<file path="config.mk">
export PLATFORM = sky130hd
export DESIGN_NAME = cpu_run_controller_flat
export DESIGN_NICKNAME = d
export VERILOG_FILES = /design/src/rtl/cpu_run_controller_pkg.sv /design/src/rtl/cpu_run_controller_if.sv /design/src/rtl/cpu_run_controller_btn_debounce.sv /design/src/rtl/cpu_run_controller.sv /design/src/flat_wrapper.sv
export SDC_FILE = /design/constraint.sdc
export NUM_CORES = 1
export LEC_CHECK = 0
export CAP_MARGIN = 0
export CORE_MARGIN = 5
export CORE_UTILIZATION = 25
export CTS_CLUSTER_DIAMETER = 150
export CTS_CLUSTER_SIZE = 24
export DETAILED_ROUTE_END_ITERATION = 6
export GPL_ROUTABILITY_DRIVEN = 0
export PLACE_DENSITY_LB_ADDON = 0.08
export SLEW_MARGIN = 10
export SYNTH_ARGS = -nofsm -noshare
export SYNTH_HDL_FRONTEND = slang
export SYNTH_HIERARCHICAL = 1
export SYNTH_SLANG_ARGS = --single-unit
</file>
<file path="constraint.sdc">
create_clock -name clk -period 2.8 [get_ports clk]
set_clock_uncertainty 0.2 [all_clocks]
set_input_delay 0.42 -clock clk [delete_from_list [all_inputs] [get_ports clk]]
set_output_delay 0.42 -clock clk [all_outputs]
set_load 0.02 [all_outputs]
</file>
<file path="src/rtl/cpu_run_controller_pkg.sv">
// Shared types and default constants for the CPU run controller.
package cpu_ctrl_pkg;

    typedef enum logic [2:0] {
        RESET_HOLD = 3'd0,
        IDLE       = 3'd1,
        RUN        = 3'd2,
        STEP       = 3'd3,
        HALT       = 3'd4
    } ctrl_state_t;

    localparam int DEF_DEBOUNCE_CYCLES = 1000000;
    localparam int DEF_TICK_DIV        = 4;
    localparam int DEF_RESET_CYCLES    = 4;
    localparam int DEF_CYCLE_W         = 32;
    localparam int DEF_MAX_CYCLES      = 50000;

endpackage

</file>
<file path="src/rtl/cpu_run_controller_if.sv">
// Board-facing signal bundle of the run controller: buttons, core handshake and status.
interface cpu_run_controller_if #(
    parameter int CYCLE_W = 32
);
    logic               btn_run;
    logic               btn_step;
    logic               btn_rst;
    logic               cpu_done;
    logic               cpu_en;
    logic               cpu_reset;
    logic [2:0]         state;
    logic [CYCLE_W-1:0] cycle_count;
    logic               timeout;
    logic               done_latched;
    logic [2:0]         btn_level;
    logic [3:0]         led;

    modport master (
        output btn_run, btn_step, btn_rst, cpu_done,
        input  cpu_en, cpu_reset, state, cycle_count, timeout, done_latched, btn_level, led
    );

    modport slave (
        input  btn_run, btn_step, btn_rst, cpu_done,
        output cpu_en, cpu_reset, state, cycle_count, timeout, done_latched, btn_level, led
    );
endinterface

</file>
<file path="src/rtl/cpu_run_controller_btn_debounce.sv">
// Two-flop synchronizer plus stability counter; emits a one-cycle pulse on each accepted press.
module btn_debounce
    import cpu_ctrl_pkg::*;
#(
    parameter int DEBOUNCE_CYCLES = DEF_DEBOUNCE_CYCLES
) (
    input  logic clk,
    input  logic reset,
    input  logic btn_raw,
    output logic btn_level,
    output logic btn_press
);
    localparam int CNT_W = $clog2(DEBOUNCE_CYCLES + 1);
    localparam logic [CNT_W-1:0] CNT_LAST = CNT_W'(DEBOUNCE_CYCLES - 1);

    logic             sync1_q, sync1_d;
    logic             sync2_q, sync2_d;
    logic             level_q, level_d;
    logic             press_q, press_d;
    logic [CNT_W-1:0] cnt_q, cnt_d;

    always_comb begin
        sync1_d = btn_raw;
        sync2_d = sync1_q;
        level_d = level_q;
        press_d = 1'b0;
        cnt_d   = '0;
        // The counter only runs while the synchronized input disagrees with the accepted level.
        if (sync2_q != level_q) begin
            if (cnt_q == CNT_LAST) begin
                level_d = sync2_q;
                press_d = sync2_q;
            end else begin
                cnt_d = cnt_q + CNT_W'(1);
            end
        end
    end

    always_ff @(posedge clk) begin
        if (reset) begin
            sync1_q <= 1'b0;
            sync2_q <= 1'b0;
            level_q <= 1'b0;
            press_q <= 1'b0;
            cnt_q   <= '0;
        end else begin
            sync1_q <= sync1_d;
            sync2_q <= sync2_d;
            level_q <= level_d;
            press_q <= press_d;
            cnt_q   <= cnt_d;
        end
    end

    assign btn_level = level_q;
    assign btn_press = press_q;
endmodule

</file>
<file path="src/rtl/cpu_run_controller.sv">
// Run/pause/step/reset sequencer for the core: gates cpu_en, holds cpu_reset, counts executed cycles.
module cpu_run_controller
    import cpu_ctrl_pkg::*;
#(
    parameter int DEBOUNCE_CYCLES = DEF_DEBOUNCE_CYCLES,
    parameter int TICK_DIV        = DEF_TICK_DIV,
    parameter int RESET_CYCLES    = DEF_RESET_CYCLES,
    parameter int CYCLE_W         = DEF_CYCLE_W,
    parameter int MAX_CYCLES      = DEF_MAX_CYCLES
) (
    input  logic                 clk,
    input  logic                 reset,
    cpu_run_controller_if.slave  bus
);
    localparam int PRESC_W = (TICK_DIV > 1) ? $clog2(TICK_DIV) : 1;
    localparam int HOLD_W  = (RESET_CYCLES > 1) ? $clog2(RESET_CYCLES) : 1;
    localparam logic [PRESC_W-1:0] PRESC_LAST = PRESC_W'(TICK_DIV - 1);
    localparam logic [HOLD_W-1:0]  HOLD_LAST  = HOLD_W'(RESET_CYCLES - 1);
    localparam logic [CYCLE_W-1:0] BUDGET     = CYCLE_W'(MAX_CYCLES);

    function automatic logic [CYCLE_W-1:0] sat_inc(input logic [CYCLE_W-1:0] v);
        return (v == '1) ? v : v + CYCLE_W'(1);
    endfunction

    logic run_press, step_press, rst_press;
    logic run_level, step_level, rst_level;

    btn_debounce #(.DEBOUNCE_CYCLES(DEBOUNCE_CYCLES)) u_db_run (
        .clk(clk), .reset(reset), .btn_raw(bus.btn_run),
        .btn_level(run_level), .btn_press(run_press)
    );
    btn_debounce #(.DEBOUNCE_CYCLES(DEBOUNCE_CYCLES)) u_db_step (
        .clk(clk), .reset(reset), .btn_raw(bus.btn_step),
        .btn_level(step_level), .btn_press(step_press)
    );
    btn_debounce #(.DEBOUNCE_CYCLES(DEBOUNCE_CYCLES)) u_db_rst (
        .clk(clk), .reset(reset), .btn_raw(bus.btn_rst),
        .btn_level(rst_level), .btn_press(rst_press)
    );

    ctrl_state_t        state_q, state_d;
    logic [HOLD_W-1:0]  hold_q, hold_d;
    logic [PRESC_W-1:0] presc_q, presc_d;
    logic               cpu_en_q, cpu_en_d;
    logic               cpu_reset_q, cpu_reset_d;
    logic [CYCLE_W-1:0] count_q, count_d;
    logic               timeout_q, timeout_d;
    logic               done_q, done_d;

    logic [CYCLE_W-1:0] count_inc;
    logic               hit_done, hit_budget;
    logic               step_act, run_act;

    always_comb begin
        state_d     = state_q;
        hold_d      = '0;
        presc_d     = '0;
        count_d     = count_q;
        timeout_d   = timeout_q;
        done_d      = done_q;
        count_inc   = sat_inc(count_q);
        hit_done    = cpu_en_q & bus.cpu_done;
        hit_budget  = cpu_en_q & (count_inc == BUDGET);
        // Lower-priority presses are dropped whenever a higher one lands in the same cycle.
        step_act    = step_press & ~rst_press;
        run_act     = run_press & ~step_press & ~rst_press;

        if (cpu_en_q) begin
            count_d = count_inc;
            if (hit_done)   done_d    = 1'b1;
            if (hit_budget) timeout_d = 1'b1;
        end

        if (rst_press) begin
            state_d = RESET_HOLD;
        end else if (hit_done || hit_budget) begin
            state_d = HALT;
        end else begin
            case (state_q)
                RESET_HOLD: begin
                    if (hold_q == HOLD_LAST) state_d = IDLE;
                    else                     hold_d  = hold_q + HOLD_W'(1);
                end
                IDLE: begin
                    if (step_act)     state_d = STEP;
                    else if (run_act) state_d = RUN;
                end
                RUN: begin
                    if (run_act) state_d = IDLE;
                    else         presc_d = (presc_q == PRESC_LAST) ? '0 : presc_q + PRESC_W'(1);
                end
                STEP:    state_d = IDLE;
                HALT:    state_d = HALT;
                default: state_d = RESET_HOLD;
            endcase
        end

        if (state_d == RESET_HOLD) begin
            count_d   = '0;
            timeout_d = 1'b0;
            done_d    = 1'b0;
        end

        // Registered decode of the next state keeps cpu_en glitch-free at the core.
        cpu_en_d    = ((state_d == RUN) && (presc_d == PRESC_LAST)) || (state_d == STEP);
        cpu_reset_d = (state_d == RESET_HOLD);
    end

    always_ff @(posedge clk) begin
        if (reset) begin
            state_q     <= RESET_HOLD;
            hold_q      <= '0;
            presc_q     <= '0;
            cpu_en_q    <= 1'b0;
            cpu_reset_q <= 1'b1;
            count_q     <= '0;
            timeout_q   <= 1'b0;
            done_q      <= 1'b0;
        end else begin
            state_q     <= state_d;
            hold_q      <= hold_d;
            presc_q     <= presc_d;
            cpu_en_q    <= cpu_en_d;
            cpu_reset_q <= cpu_reset_d;
            count_q     <= count_d;
            timeout_q   <= timeout_d;
            done_q      <= done_d;
        end
    end

    assign bus.cpu_en       = cpu_en_q;
    assign bus.cpu_reset    = cpu_reset_q;
    assign bus.state        = state_q;
    assign bus.cycle_count  = count_q;
    assign bus.timeout      = timeout_q;
    assign bus.done_latched = done_q;
    assign bus.btn_level    = {rst_level, step_level, run_level};
    assign bus.led          = {timeout_q, state_q};
endmodule

</file>
<file path="src/flat_wrapper.sv">
// flat-port wrapper written by rule: the top's interface ports become plain ports
module cpu_run_controller_flat import cpu_ctrl_pkg::*;
#(
    parameter int DEBOUNCE_CYCLES = DEF_DEBOUNCE_CYCLES,
    parameter int TICK_DIV        = DEF_TICK_DIV,
    parameter int RESET_CYCLES    = DEF_RESET_CYCLES,
    parameter int CYCLE_W         = DEF_CYCLE_W,
    parameter int MAX_CYCLES      = DEF_MAX_CYCLES
)
  (clk, reset, bus_btn_run, bus_btn_step, bus_btn_rst, bus_cpu_done, bus_cpu_en, bus_cpu_reset, bus_state, bus_cycle_count, bus_timeout, bus_done_latched, bus_btn_level, bus_led);
  cpu_run_controller_if #(.CYCLE_W(CYCLE_W)) bus_i ();
  input  logic clk;
  input  logic reset;
  input wire logic [$bits(bus_i.btn_run)-1:0] bus_btn_run;
  input wire logic [$bits(bus_i.btn_step)-1:0] bus_btn_step;
  input wire logic [$bits(bus_i.btn_rst)-1:0] bus_btn_rst;
  input wire logic [$bits(bus_i.cpu_done)-1:0] bus_cpu_done;
  output wire logic [$bits(bus_i.cpu_en)-1:0] bus_cpu_en;
  output wire logic [$bits(bus_i.cpu_reset)-1:0] bus_cpu_reset;
  output wire logic [$bits(bus_i.state)-1:0] bus_state;
  output wire logic [$bits(bus_i.cycle_count)-1:0] bus_cycle_count;
  output wire logic [$bits(bus_i.timeout)-1:0] bus_timeout;
  output wire logic [$bits(bus_i.done_latched)-1:0] bus_done_latched;
  output wire logic [$bits(bus_i.btn_level)-1:0] bus_btn_level;
  output wire logic [$bits(bus_i.led)-1:0] bus_led;
  assign bus_i.btn_run = bus_btn_run;
  assign bus_i.btn_step = bus_btn_step;
  assign bus_i.btn_rst = bus_btn_rst;
  assign bus_i.cpu_done = bus_cpu_done;
  assign bus_cpu_en = bus_i.cpu_en;
  assign bus_cpu_reset = bus_i.cpu_reset;
  assign bus_state = bus_i.state;
  assign bus_cycle_count = bus_i.cycle_count;
  assign bus_timeout = bus_i.timeout;
  assign bus_done_latched = bus_i.done_latched;
  assign bus_btn_level = bus_i.btn_level;
  assign bus_led = bus_i.led;
  cpu_run_controller #(.DEBOUNCE_CYCLES(DEBOUNCE_CYCLES), .TICK_DIV(TICK_DIV), .RESET_CYCLES(RESET_CYCLES), .CYCLE_W(CYCLE_W), .MAX_CYCLES(MAX_CYCLES)) u_core (.clk(clk), .reset(reset), .bus(bus_i));
endmodule
</file>
==> impl_results.md <==
* Reg2reg start: u_core/bus.cycle_count[6]
* Setup_tns at -3520 ps
* Switching power at 948 uW
* Worst Path Buf+Inv at 3
* Outcome: complete, but fails checks
* Num ports at 52
* Drt initial violations at 244
* Die Area at 0.0281 sq mm
* Clock transition at the registers of the reported paths at 60 ps
* Crit path launch type: flip-flop
* Syn avg cell area at 8.62 sq um
* RSZ-0062 raised after global routing: yes
* Vias in the first global route at 5730
* 1st-pass router iterations at 5
* Pre-CTS setup slack at -201 ps
* Met3 Use GR at 3.04%
* Fin area at 0.00854 sq mm
* #FFs+latches synth at 115
* Power density over cell area at 523 mW/mm^2
* Syn_nets at 731
* Seq/Total Area, Yosys at 37.1%
* P&R area growth vs syn at 37.7%
* Drt wl/cell at 15.5 um
* Cell area after synthesis at 0.00620 sq mm
* Tmin final at 2930 ps
* Worst-skew pair later-pin latency at 420 ps
* Residual DRC count at 0
* Routed vias at 5658
* Gate power share at 4.0%
* Gr ovfl total at 0
* Fin util at 35.0%
* Rows at 57
* Initial antenna violation count at 0
* Most frequent cells in the layout: 104 x buf_4, 99 x dfxtp_1, 81 x nor2_1
* Worst-path cell chain: nand4_4 > nor4_4 > buf_4 > nand2_2 > o31a_1 > a211o_1 > a2111oi_4 > buf_4 > a21oi_4 > buf_12 > nand2b_4
* Switching Fraction at 21.2%
* Final Routed Wirelength at 18200 um
* FF-to-FF End: u_core/bus.cpu_reset
* Worst setup margin at -132 ps
* Die span in y at 167 um
* Most Crowded Layer GR: met2
* Post-Synthesis Cells at 719
* Worst VDD drop at 379 uV
* Yosys warnings at 6
* Detail Route Antenna Nets at 0
* Cell area after placement at 0.00764 sq mm
* CTS tree: built
* Met1 Usage GRT at 17.4%
* Sink Count at 115
* Layout cells sized above 1 at 26.1%
* Maximum clock path buffer count at 2
* Worst Reg-to-Reg Cells at 11
* # fillers at 2560
* Number of I/O port buffers at 51
* GRT Util Overall at 13.2%
* # nets final at 856
* DP Wirelength at 13500 um
* Ys flop type: dfxtp_1
* Hold Vio Cnt, Final at 0
* GR Layer Usage met2 at 21.6%
* Post-DR vias/cell at 4.79
* Die Wd at 167 um
* Kind of critical path: reg -> reg
* CTS Buf Count at 17
* Share of total power in sequential cells at 37.1%
* Reg-to-reg slack, setup at -130 ps
* # diodes at 0
* Core area at 0.0244 sq mm
* Violated checks: setup timing
* Max cap viols at 0
* First-pass GRT wire length at 30300 um
* Starting Density at 25.4%
* CP Depth at 11
* Min Hold Slack at 234 ps
* Netlist cell types at 58
* Fin. max-slew vios at 0
* Crit-path slowest cell: a2111oi_4
* Crit path top cell by count: buf_4
* Clock Power Share at 58.9%
* Worst setup path end: u_core/bus.cpu_reset
* Crit path required time at 2910 ps
* Commonest non-fill, non-tap cell in the layout: buf_4
* Htree depth at 4
* Critical Path Max Stage Delay at 380 ps
* Critical path's top delay family: compound AO/OA/AOI/OAI gates
* Worst-Margin Slew at 545 ps
* Pin count of the biggest net entering global routing at 20
* Root cell of the clock tree: clkbuf_16
* Power Internal at 3510 uW
* Final setup fails at 41
* Fmax achieved at 0.341 GHz
* Hold Path Class: reg -> reg
* Leak pwr at 0.00296 uW
* CP arrival at 3040 ps
* Ys async rst share at 0%
* Crit path max fanout at 17
* Start point of the critical path: u_core/bus.cycle_count[6]
* Worst setup EP type: flip-flop
* Fin crit share at 105%
* Number of synthesized flops with an enable pin at 0
* Slew Limit Headroom at 63.6%
==> flip-flops by register name, indices dropped and copies added (netlist names), 2 cells and up <==
register and cells:
u_core/bus.cycle_count 32, u_core/hold_q 2, u_core/bus.state 3, u_core/u_db_step/cnt_q 20, u_core/presc_q 2, u_core/u_db_run/cnt_q 20, u_core/u_db_rst/cnt_q 20
==> cell usage after synthesis, types with 6 or more instances <==
master      n  area [sq um]
buf_4       7          52.6
nor2b_1     7          43.8
clkbuf_1   15          56.3
nor2_1     87           327
xor2_1     43           377
nand4_1    36           225
nor3_2     21           210
ha_1        6          75.1
o31ai_1     9          67.6
o21ai_0    14          70.1
or3_1      10          62.6
nand3_1    49           245
a21oi_1    31           155
and3_1     19           119
buf_2      15          75.1
clkbuf_2    7          35.0
nand2_1    61           229
nor4_1      6          37.5
xnor2_1    41           359
dfxtp_1   115          2300
and4_1     14           123
nor3_1     13          65.1
or4_1      14           105
==> area by class of cell <==
cell class                      instances  area (sq um)  area share, %
Timing Repair Buffer                  157          1330           15.6
Multi-Input combinational cell        548          3740           43.8
Clock inverter                         11           216           2.54
Inverter                                5          18.8          0.220
Clock buffer                           21           492           5.76
Sequential cell                       115          2330           27.3
Tap cell                              324           405           4.75
==> per-layer routing <==
layer / vias up / part of all wire [%]
met3: 18 / 3.3
met2: 85 / 47
li1: 2822 / -
met4: 0 / 1.5
met5: - / 0
met1: 2733 / 48
==> per-stage QoR <==
step / total power (uW) / std cells
floorplan: 1800 / 719
global placement: 1860 / 1134
detailed placement: 1860 / 1134
CTS: 4530 / 1176
global route: 4630 / 1181
finish: 4460 / 1181
==> power by group through the flow <==
stage / registers, uW / clock network [uW] / logic (uW)
floorplan: 1690 / 0 / 102
global placement: 1690 / 0 / 164
detailed placement: 1690 / 0 / 166
CTS: 1660 / 2700 / 171
global route: 1660 / 2780 / 193
finish: 1660 / 2630 / 177
==> logic make-up (layout without fill, tap and decap cells) <==
| logic type | after synthesis | count (layout) | synth area share [%] |
|---|---|---|---|
| compound gates | 84 | 84 | 9.65 |
| xor+xnor | 84 | 84 | 11.9 |
| fa+ha+maj | 6 | 6 | 1.21 |
| buf+inv | 56 | 194 | 4.86 |
| flops | 115 | 115 | 37.1 |
| mux | 4 | 4 | 0.646 |
| simple gates | 370 | 370 | 34.6 |
==> repair_timing <==
action | 4_1_cts | 5_1_grt
resized for setup | 8 | 15
pin swaps | 9 | 9
setup endpoints to repair | 41 | 43
setup buffers | 10 | 5
hold buffers | 0 | 0
==> worst min-delay path by stage <==
stage | start | endpoint | cells after the start | slack (ps)
global placement | u_core/hold_q[0] | u_core/hold_q[0] | 1 | 220
global route | u_core/u_db_rst/sync1_q | u_core/u_db_rst/sync2_q | 1 | 250
floorplan | u_core/hold_q[0] | u_core/hold_q[0] | 1 | 210
finish | u_core/u_db_rst/sync1_q | u_core/u_db_rst/sync2_q | 1 | 230
CTS | u_core/hold_q[0] | u_core/hold_q[0] | 1 | 240
detailed placement | u_core/u_db_rst/sync1_q | u_core/u_db_rst/sync2_q | 1 | 220
No activity file was read; power rests on OpenSTA's default activity.
